**src/rtl/inst_fetch_unit.sv**
```systemverilog
// inst_fetch_unit: byte-serial instruction fetch with big-endian word assembly,
// a small prefetch FIFO toward decode, and redirect/flush support.
// Optional build macro FETCH_STATS_EN adds saturating push/flush counters
// on the stat_words and stat_flushes outputs.
module inst_fetch_unit #(
  parameter int          IMEM_AW  = 5,
  parameter int          DEPTH    = 4,
  parameter logic [31:0] RESET_PC = 32'h0
) (
  input  logic               clk,
  input  logic               rst_n,
  output logic               imem_rd_en,
  output logic [IMEM_AW-1:0] imem_addr,
  input  logic [7:0]         imem_rdata,
  output logic               inst_valid,
  input  logic               inst_ready,
  output logic [31:0]        inst_data,
  output logic [31:0]        inst_pc,
  input  logic               redirect_valid,
  input  logic [31:0]        redirect_pc
`ifdef FETCH_STATS_EN
  ,
  output logic [15:0]        stat_words,
  output logic [15:0]        stat_flushes
`endif
);

  localparam int PW = (DEPTH > 1) ? $clog2(DEPTH) : 1;
  localparam int CW = PW + 1;

  typedef enum logic [1:0] {
    IDLE  = 2'd0,
    FETCH = 2'd1,
    STALL = 2'd2
  } state_t;

  state_t        state_q, state_d;
  logic [31:0]   fetch_pc_q, fetch_pc_d;   // PC of the word whose bytes are being requested
  logic [31:0]   word_pc_q, word_pc_d;     // PC of the word whose bytes are being assembled
  logic [1:0]    idx_q, idx_d;
  logic [31:0]   asm_q, asm_d;
  logic          wif_q, wif_d;             // a word has been requested but not yet pushed
  logic          tag_q, tag_d;             // stream tag, toggled on every redirect
  logic          rd_pend_q;                // a byte returns this cycle
  logic          rd_tag_q;
  logic [1:0]    rd_idx_q;
  logic [CW-1:0] count_q, count_d;
  logic [PW-1:0] rd_ptr_q, rd_ptr_d;
  logic [PW-1:0] wr_ptr_q, wr_ptr_d;
  logic [31:0]   head_data_q, head_data_d;
  logic [31:0]   head_pc_q, head_pc_d;
  logic [31:0]   mem_data_q [DEPTH];
  logic [31:0]   mem_pc_q   [DEPTH];

  logic          room;
  logic          issue;
  logic          wif_set;
  logic          rsp_ok;
  logic          push;
  logic          pop;
  logic [31:0]   push_data;
  logic [CW-1:0] count_after_pop;
  logic          unused_bits;

  // The low two redirect bits are forced to zero, so they are deliberately unused.
  assign unused_bits = ^redirect_pc[1:0];

  // Room for one more word counting the word already on its way.
  assign room = ({1'b0, count_q} + {{CW{1'b0}}, wif_q}) < (CW + 1)'(DEPTH);

  // Fetch sequencer: request generation and next-state selection; redirect overrides.
  always_comb begin
    state_d    = state_q;
    idx_d      = idx_q;
    fetch_pc_d = fetch_pc_q;
    word_pc_d  = word_pc_q;
    issue      = 1'b0;
    wif_set    = 1'b0;
    case (state_q)
      IDLE: state_d = FETCH;
      FETCH: begin
        if (idx_q == 2'd0) begin
          if (room) begin
            issue     = 1'b1;
            wif_set   = 1'b1;
            word_pc_d = fetch_pc_q;
            idx_d     = 2'd1;
          end else begin
            state_d = STALL;
          end
        end else begin
          issue = 1'b1;
          idx_d = idx_q + 2'd1;
          // Advance once the last byte of this word is requested so the
          // next idx-0 request can overlap the idx-3 return.
          if (idx_q == 2'd3) begin
            fetch_pc_d = fetch_pc_q + 32'd4;
          end
        end
      end
      STALL: begin
        if (room) begin
          state_d = FETCH;
        end
      end
      default: state_d = IDLE;
    endcase
    if (redirect_valid) begin
      state_d    = FETCH;
      idx_d      = 2'd0;
      fetch_pc_d = {redirect_pc[31:2], 2'b00};
    end
  end

  assign imem_rd_en = issue;
  assign imem_addr  = issue ? (fetch_pc_q[IMEM_AW-1:0] + IMEM_AW'(idx_q)) : '0;

  // Byte assembly and push generation; bytes from a flushed stream are rejected by tag.
  always_comb begin
    rsp_ok    = rd_pend_q && (rd_tag_q == tag_q);
    asm_d     = asm_q;
    push      = 1'b0;
    push_data = {asm_q[31:8], imem_rdata};
    if (rsp_ok) begin
      case (rd_idx_q)
        2'd0: asm_d[31:24] = imem_rdata;
        2'd1: asm_d[23:16] = imem_rdata;
        2'd2: asm_d[15:8]  = imem_rdata;
        default: begin
          asm_d[7:0] = imem_rdata;
          push       = 1'b1;
        end
      endcase
    end
    if (redirect_valid) begin
      asm_d = '0;
      push  = 1'b0;
    end
  end

  assign pop        = inst_valid && inst_ready && !redirect_valid;
  assign inst_valid = (count_q != '0);
  assign inst_data  = head_data_q;
  assign inst_pc    = head_pc_q;

  // FIFO bookkeeping and head-register refill.
  always_comb begin
    tag_d           = tag_q ^ redirect_valid;
    rd_ptr_d        = rd_ptr_q;
    wr_ptr_d        = wr_ptr_q;
    count_d         = count_q;
    count_after_pop = pop ? (count_q - CW'(1)) : count_q;
    head_data_d     = head_data_q;
    head_pc_d       = head_pc_q;
    if (wif_set) begin
      wif_d = 1'b1;
    end else if (push) begin
      wif_d = 1'b0;
    end else begin
      wif_d = wif_q;
    end
    if (pop) begin
      rd_ptr_d = rd_ptr_q + PW'(1);
    end
    if (push) begin
      wr_ptr_d = wr_ptr_q + PW'(1);
    end
    case ({push, pop})
      2'b10:   count_d = count_q + CW'(1);
      2'b01:   count_d = count_q - CW'(1);
      default: count_d = count_q;
    endcase
    if (redirect_valid) begin
      wif_d    = 1'b0;
      rd_ptr_d = '0;
      wr_ptr_d = '0;
      count_d  = '0;
    end else if (count_d != '0) begin
      // An empty FIFO hands the freshly pushed word straight to the head.
      if (push && (count_after_pop == '0)) begin
        head_data_d = push_data;
        head_pc_d   = word_pc_q;
      end else begin
        head_data_d = mem_data_q[rd_ptr_d];
        head_pc_d   = mem_pc_q[rd_ptr_d];
      end
    end
  end

  // State registers with synchronous active-low reset.
  always_ff @(posedge clk) begin
    if (!rst_n) begin
      state_q     <= IDLE;
      fetch_pc_q  <= RESET_PC;
      word_pc_q   <= RESET_PC;
      idx_q       <= 2'd0;
      asm_q       <= '0;
      wif_q       <= 1'b0;
      tag_q       <= 1'b0;
      rd_pend_q   <= 1'b0;
      rd_tag_q    <= 1'b0;
      rd_idx_q    <= 2'd0;
      count_q     <= '0;
      rd_ptr_q    <= '0;
      wr_ptr_q    <= '0;
      head_data_q <= '0;
      head_pc_q   <= '0;
    end else begin
      state_q     <= state_d;
      fetch_pc_q  <= fetch_pc_d;
      word_pc_q   <= word_pc_d;
      idx_q       <= idx_d;
      asm_q       <= asm_d;
      wif_q       <= wif_d;
      tag_q       <= tag_d;
      rd_pend_q   <= issue;
      rd_tag_q    <= tag_q;
      rd_idx_q    <= idx_q;
      count_q     <= count_d;
      rd_ptr_q    <= rd_ptr_d;
      wr_ptr_q    <= wr_ptr_d;
      head_data_q <= head_data_d;
      head_pc_q   <= head_pc_d;
    end
  end

  // FIFO storage writes (no reset needed; occupancy is tracked by count_q).
  always_ff @(posedge clk) begin
    if (rst_n && push) begin
      mem_data_q[wr_ptr_q] <= push_data;
      mem_pc_q[wr_ptr_q]   <= word_pc_q;
    end
  end

  // The issue gate reserves space for the word in flight, so a push never finds the FIFO full.
  no_overflow_a: assert property (@(posedge clk) disable iff (!rst_n)
    !(push && (count_q == CW'(DEPTH))));

`ifdef FETCH_STATS_EN
  logic [15:0] stat_words_q;
  logic [15:0] stat_flushes_q;

  // Saturating counters of pushed words and redirect cycles.
  always_ff @(posedge clk) begin
    if (!rst_n) begin
      stat_words_q   <= '0;
      stat_flushes_q <= '0;
    end else begin
      if (push && (stat_words_q != 16'hFFFF)) begin
        stat_words_q <= stat_words_q + 16'd1;
      end
      if (redirect_valid && (stat_flushes_q != 16'hFFFF)) begin
        stat_flushes_q <= stat_flushes_q + 16'd1;
      end
    end
  end

  assign stat_words   = stat_words_q;
  assign stat_flushes = stat_flushes_q;
`endif

endmodule

```
**config.mk**
```make
export PLATFORM = sky130hd
export DESIGN_NAME = inst_fetch_unit
export DESIGN_NICKNAME = d
export VERILOG_FILES = /design/src/rtl/inst_fetch_unit.sv
export SDC_FILE = /design/constraint.sdc
export NUM_CORES = 1
export LEC_CHECK = 0
export ABC_AREA = 1
export BUFFER_PORTS_ARGS = -buffer_cell sky130_fd_sc_hd__buf_2
export CAP_MARGIN = 20
export CORE_MARGIN = 3
export CORE_UTILIZATION = 50
export CTS_CLUSTER_SIZE = 24
export DETAILED_ROUTE_END_ITERATION = 6
export PLACE_DENSITY_LB_ADDON = 0.1
export SYNTH_ARGS = -nofsm -noshare
export SYNTH_HDL_FRONTEND = slang
export SYNTH_SLANG_ARGS = --single-unit
```
**constraint.sdc**
```tcl
create_clock -name clk -period 5.5 [get_ports clk]
set_input_delay 1.375 -clock clk [delete_from_list [all_inputs] [get_ports clk]]
set_output_delay 1.375 -clock clk [all_outputs]
set_load 0.05 [all_outputs]
```
Word-level counts from Yosys, hierarchy flattened
Memories as Yosys holds them, arrays and structs flattened.
Cells that the tools add are included.
Widths: inputs -> output; s select.

cells by class
  order comparisons = 1
  mux-type cells = 28
  bitwise gates (word level) = 4
  equality and inequality tests = 16
  reductions and logical operators = 27
  $add $sub $neg = 8

operators with widths
  operator               count
  $mux 32                6
  $add 32x3->32 const B  1
  $reduce_and 3->1       5
  $mux 1                 13
  $mux 2                 5
  $ne 2x2->1 const B     5
  $reduce_and 2->1       5
  $ne 3x3->1 const B     3
  $eq 2x2->1 const B     4
  $add 2x1->2 const B    3
  $eq 2x1->1 const B     3
  $logic_not 2->1        3
  $pmux 2 s3             1
  $pmux 3 s2             1
  $reduce_bool 2->1      3
  $reduce_bool 3->1      2
  $add 5x2->5            1
  $logic_and 1x1->1      5
  $mux 5                 1
  $add 3x1->4            1
  $lt 4x3->1 const B     1
  $add 3x1->3 const B    1
  $logic_not 3->1        1
  $mux 3                 1
  other kinds (7)        9

word-level totals
  output and inout port bits = 71
  memories = 2
  register bits after elaboration = 169
  word-level logic and storage cells = 105
  input port bits = 44
  RAM bits = 256

memories
  name        words  bits a word  rd ports  clocked after memory_dff  wr ports  RTL line  RTL
  mem_data_q  4      32           1         0                         1         52        logic [31:0] mem_data_q [DEPTH];
  mem_pc_q    4      32           1         0                         1         53        logic [31:0] mem_pc_q [DEPTH];

Logic depth before layout (Yosys ltp)
Gate-level depths: netlist of the first run.

  depth in word-level cells = 9
  depth in mapped cells = 17
  depth with buffers taken out = 16

Worst setup path before layout of the first run
No wires, ideal clock.

  kind = in2reg
  start = in redirect_valid
  end = mem mem_data_q[0][0], enable pin
  buffers on the path = 1
  path slack = 0.383 ns
  stages = 6
  required time = 5.018 ns
  setup time = 0.482 ns
  data arrival time = 4.634 ns
  cells stage by stage = buf_2 inv_1 nand3_1 nor2_1 nand2_1 nor2_1

between the ends
  longest elaborated chain between the ends = 4

ends and longest elaborated chain
  what                          RTL line  RTL
  start, declared               19        input logic redirect_valid,
  $mux 1                        135       if (redirect_valid) begin
  named net push                59        logic push;
  $logic_and 1x1->1             229       if (rst_n && push) begin
  $mux 1                        229
  $mux 1 (implied by the code)  230       mem_data_q[wr_ptr_q] <= push_data;
  end, declared                 52

The timed path passes the listed nets, and every way through them passes these cells.

Worst setup path in the final report of the first run
  start = in redirect_valid
  end = reg head_data_q[25] (netlist: inst_data[25])

between the ends
  elaborated cells on any way between the ends = 15
  classes of those cells = eq/ne: 2; mux: 5; bitwise: 1; reduce/logical: 6; memory: 1

RTL lines
  what                                      RTL line  RTL
  $mux 1 *                                  135
  named net push                            59
  $eq 2x1->1 or $eq 2x2->1 (tied branches)  168       case ({push, pop})
  $pmux 3 s2                                168
  $reduce_bool 3->1                         178       end else if (count_d != '0) begin
  $reduce_and 2->1 (no line)                n/a
  end signal, assigned                      222       head_data_q <= head_data_d;
  end, declared                             50        logic [31:0] head_data_q, head_data_d;

The timed path passes the listed nets; every way through them passes the cells marked *.
A chain may end at the register's enable or synchronous reset.

==> results of run 1 <==
[worst min-delay path, stage by stage, from the launching register on]
cell	delay, ns
dfxtp_1	0.31
nand2_1	0.06
inv_1	0.03
[power groups by stage]
stage          logic [W]  clock network (W)  registers (W)
2_1_floorplan   0.000123                  0        0.00340
3_3_place_gp    0.000189                  0        0.00342
3_5_place_dp    0.000193                  0        0.00342
4_1_cts         0.000194            0.00301        0.00335
5_1_grt         0.000217            0.00313        0.00336
6_report        0.000194            0.00295        0.00335
[metrics by stage]
step	worst slack (ns)	hold slack (ns)	std cells
final	1.33	0.441	2553
after global routing	0.901	0.457	2552
after CTS	1.35	0.446	2552
after detailed placement	0.766	0.434	2472
after global placement	0.867	0.413	2472
after floorplan	0.383	0.407	1998
[cell usage in the layout (no fill, tap or decap), drive strengths merged, types with 62 or more instances in the layout]
master,synthesis,routed
inv,240,241
o21ai,72,72
clkbuf,53,62
nand2,399,399
nand3,341,341
dfxtp,163,163
edfxtp,248,248
nor2,202,202
buf,61,133
a21oi,145,145
[sequential cells by signal, summed over array words and instances, names as in the netlist]
| register | flops |
|---|---|
| mem_data_q | 128 |
| mem_pc_q | 120 |
| inst_data | 32 |
| fetch_pc_q | 30 |
| inst_pc | 30 |
| word_pc_q | 30 |
| asm_q | 24 |
| count_q | 3 |
| idx_q | 2 |
| rd_idx_q | 2 |
| rd_ptr_q | 2 |
| state_q | 2 |
| wr_ptr_q | 2 |
| rd_pend_q | 1 |
| rd_tag_q | 1 |
| tag_q | 1 |
| wif_q | 1 |
[cell families after synthesis]
logic type / synth area share
and+or+nand+nor: 0.231
DFF: 0.603
buffers and inverters: 0.0797
AOI/OAI and AO/OA: 0.0728
adders and majority gates: 0.00845
xor gates and xnor gates: 0.00493
other: 0.000211
[layout make-up]
class	count	area (um^2)
diodes	1	2.50
clock buffers	62	1230
clock inverters	18	205
fillers	3149	14700
inverters	242	908
multi-input cells	1231	5730
flip-flops and latches	411	10700
well taps	455	569
repair buffers	133	773
[path summary, 6_finish.rpt]
path	start	to
worst max-delay path	redirect_valid	inst_data[25]$_SDFFE_PN0P_
worst min-delay path	tag_q$_SDFF_PN0_	rd_tag_q$_SDFF_PN0_
worst max register to register	tag_q$_SDFF_PN0_	inst_data[25]$_SDFFE_PN0P_
worst min register to register	tag_q$_SDFF_PN0_	rd_tag_q$_SDFF_PN0_
[routing by layer]
metal / vias to the layer above / wire length [um]
li1: 6753 / -
met1: 6324 / 20400
met2: 380 / 20200
met3: 76 / 2790
met4: 2 / 875
met5: - / 10
==> flow_metrics.tcl, run 1 <==
set metrics [dict create \
    status "finished, final reports clean" \
    ff2ff_path_depth 17 \
    yosys_most_used_dff "edfxtp_1" \
    num_rows 68 \
    power_frac_seq 0.516 \
    synth_top_area_share 0.419 \
    area_growth_pct 13.3 \
    synth.top_cells.by_count "nand2_1, nand3_1, edfxtp_1" \
    max-vdd-ir-drop_v 0.000224 \
    core_um2 34800 \
    wl_per_cell_um 17.4 \
    grt_start_max_net_pins 125 \
    hold_viol_final 0 \
    hp-class "reg2reg" \
    cpMaxStageDelayCell "nor2_1" \
    first_global_vias 12970 \
    path_cells "buf_2 > inv_1 > nand3_1 > nor2_1 > inv_1 > ha_1 > nor2_1 > o21ai_0 > nand2_1 > a21oi_1 > nand2_1 > nand2_4 > buf_4 > nor2_1 > nand2_1 > nand2_1 > inv_1" \
    hold_path_depth 2 \
    yosys-top-cells-area "edfxtp_1, dfxtp_1, nand3_1, nand2_1, inv_1" \
    cpPeakStageDelay_ns 0.49 \
    ys_async_sr_fraction 0 \
    skew_ns 0.0124 \
    use_met2 0.372 \
    h-tree-depth 2 \
    route.detailed.drc 0 \
    vias_per_cell 5.30 \
    portBuffers 110 \
    max-cap-violations 0 \
    chipWidth_um 195 \
    route.vias.total 13535 \
    overflow 0 \
    maxSlewHeadroom 0.324 \
    drt-total-wl_um 44300 \
    period_needed_ns 4.17 \
    grt_use_met1 0.330 \
    cts_setup_buffers 0 \
    worst_slew_pin_slew_ns 1.01 \
    antenna_found_initial 2 \
    critPathTopFamily "simple AND/OR/NAND/NOR gates" \
    nets 2119 \
    p_int_w 0.00514 \
    grt_pass1_wl_um 70100 \
    grt_use_met3 0.0364 \
    final_antenna_net_count 0 \
    max_freq_ghz 0.240 \
    switching_share 0.209 \
    crit_type "in2reg" \
    drive_gt1_frac 0.100 \
    start_util 0.511 \
    report.final.slew_viol_count 0 \
    netlist_instances 1997 \
    post-dp-hpwl_um 25500 \
    ys_seq_area_frac 0.603 \
    critical_path_depth 17 \
    dieHeight_um 195 \
    grt_usage 0.231 \
    clk_pin_slew_ns 0.06 \
    cts_resized 0 \
    syn_area_um2 17800 \
    synth.distinct_cells 37 \
    setup_viol 0 \
    cp_common_cell "nand2_1" \
    cts_num_sinks 411 \
    yosysWarnings 0 \
    utilization 0.578 \
    postCtsHoldBufs 0 \
    grt_setup_unrepaired "no" \
    final_cell_area_um2 20100 \
    power_w 0.00650 \
    crit_arrival_ns 4.66 \
    cts_tree "done" \
    grt.busiest_layer "met2" \
    gp_congestion 0.876 \
    synth_edf_count 248 \
    root_buffer "clkbuf_16" \
    die_area_um2 37800 \
    power.leakage_nw 8.14 \
    p_clk_frac 0.454 \
    finalCritPeriodShare 0.758 \
    drtIter0Drc 948 \
    synth_area_leader_cell "edfxtp_1" \
    yosysMostFrequentCell "nand2_1" \
    power.density_nw_per_um2 323 \
    cp-start-kind "input pin" \
    required_ns 5.99 \
    io_pins 115 \
    crit_fanout 38 \
    p_sw_w 0.00136 \
    first_pass_iters 5 \
    rrSetupSlack_ns 1.99 \
    pwr-share-comb 0.030 \
    synth_seq_cells 411 \
    synth_area_per_cell_um2 8.90 \
    numCtsBuffers 44 \
    crit_path_end_kind "flop" \
    cts_max_path_buffers 3 \
    crit_buf_inv 5 \
    placed_area_um2 18700 \
    clkLatencyLatePin_ns 0.55 \
    setup_tns_ns 0 \
]
No activity file was read; power rests on OpenSTA's default activity.
==> run 2, diff against run 1 <==
==> constraint.sdc (replaced) <==
create_clock -name clk -period 3.5 [get_ports clk]
set_input_delay 0.875 -clock clk [delete_from_list [all_inputs] [get_ports clk]]
set_output_delay 0.875 -clock clk [all_outputs]
set_load 0.05 [all_outputs]
==> flow_metrics.tcl, run 2 (synthesis gave the netlist of run 1 again) <==
set metrics [dict create \
    nets 2135 \
    hold_viol_final 0 \
    chipWidth_um 195 \
    h-tree-depth 2 \
    worst_slew_pin_slew_ns 0.797 \
    drtIter0Drc 1273 \
    root_buffer "clkbuf_16" \
    route.detailed.drc 0 \
    placed_area_um2 19000 \
    hp-class "reg2reg" \
    finalCritPeriodShare 0.854 \
    clkLatencyLatePin_ns 0.54 \
    skew_ns 0.0102 \
    fillers 3054 \
    final_cell_mix "nand2_1, nand3_1, edfxtp_1, inv_1, nor2_1" \
    start_util 0.511 \
    clk_pin_slew_ns 0.06 \
    crit_arrival_ns 2.11 \
    maxSlewHeadroom 0.468 \
    max-cap-violations 0 \
    wl_per_cell_um 17.2 \
    gp_congestion 0.859 \
    power.density_nw_per_um2 502 \
    final_cell_area_um2 20500 \
    crit_path_end_kind "output pin" \
    grt_usage 0.231 \
    io_pins 115 \
    area_growth_pct 15.1 \
    status "finished, final reports clean" \
    core_um2 34800 \
    antenna_found_initial 1 \
    rrSetupSlack_ns 0.75 \
    period_needed_ns 2.99 \
    dieHeight_um 195 \
    final_antenna_net_count 0 \
    max-vdd-ir-drop_v 0.000469 \
    required_ns 2.62 \
    grt_setup_unrepaired "no" \
    crit_type "reg2out" \
    cts_setup_buffers 0 \
    first_pass_iters 5 \
    drt-total-wl_um 44100 \
    mostFrequentLayoutCell "nand2_1" \
    largest_reg_flops 128 \
    post-dp-hpwl_um 26000 \
    grt_pass1_wl_um 70600 \
    cts_resized 0 \
    route.vias.total 13723 \
    top_register "mem_data_q" \
    cts_max_path_buffers 3 \
    setup_ws_ns 0.512 \
    report.final.slew_viol_count 0 \
    first_global_vias 13340 \
    setup_viol 0 \
    numCtsBuffers 43 \
    grt_start_max_net_pins 111 \
    postCtsHoldBufs 0 \
    crit_fanout 10 \
    place_ws_ns 0.358 \
    power.leakage_nw 8.31 \
    vias_per_cell 5.34 \
    num_rows 68 \
    die_area_um2 37800 \
    cts_num_sinks 411 \
    overflow 0 \
    cts_tree "done" \
    max_freq_ghz 0.335 \
    drive_gt1_frac 0.113 \
    portBuffers 110 \
    cp-start-kind "flop" \
]
-- run 2: cell types whose count changed in the layout (fill, tap and decap cells not counted), sizes merged --
cell / previous run / this run
buf: 133 / 150
bufinv: 5 / 6
clkbuf: 62 / 53
clkinv: 14 / 18
clkinvlp: 0 / 2
-- run 2: critical path, stage by stage (launching register included) --
cell and delay, ns:
dfxtp_1 0.39, inv_1 0.09, ha_1 0.24, inv_1 0.09, o21ai_0 0.15, buf_4 0.22
nor2_1 0.12, buf_2 0.28
-- run 2: through the flow --
step	utilization	std cells	setup TNS, ns	hold WS, ns	total power, W
6_report	0.588	2568	0	0.437	0.0103
5_1_grt	0.588	2568	0	0.466	0.0106
4_1_cts	0.588	2567	0	0.446	0.0104
3_5_place_dp	0.545	2489	0	0.439	0.00568
3_3_place_gp	0.545	2489	0	0.415	0.00567
2_1_floorplan	-	1998	-31.75	0.407	0.00554
-- run 2: final cells by class --
type                       instances  area, um^2  share of cell area
inverter                         242         908              0.0444
antenna                            1        2.50            0.000122
sequential                       411       10700               0.524
multi-input combinational       1231        5720               0.279
timing repair buffer             150        1080              0.0526
clock buffer                      53        1200              0.0585
tap                              455         569              0.0278
clock inverter                    25         275              0.0135
-- run 2: path summary, 6_finish.rpt --
| kind | startpoint | end | cells past startpoint |
|---|---|---|---|
| max reg2reg | count_q[0]$_SDFF_PP0_ | inst_pc[22]$_SDFFE_PN0P_ | 16 |
| min | tag_q$_SDFF_PN0_ | rd_tag_q$_SDFF_PN0_ | 2 |
| max | idx_q[0]$_SDFFE_PP0P_ | imem_addr[4] | 7 |
| min reg2reg | tag_q$_SDFF_PN0_ | rd_tag_q$_SDFF_PN0_ | 2 |
-- run 2: report_power, final --
part / total [W] / internal, W / switching (W)
clock network: 0.00469 / 0.00286 / 0.00182
registers: 0.00527 / 0.00519 / 0.0000802
logic: 0.000315 / 0.0000942 / 0.000221
total: 0.0103 / 0.00815 / 0.00212
-- run 2: per-layer routing --
layer  vias up  track usage  wire (um)
li1       6778            -          -
met1      6460        0.330      20400
met2       411        0.371      20000
met3        74       0.0345       2710
met4         0       0.0646        984
met5         -            0          0
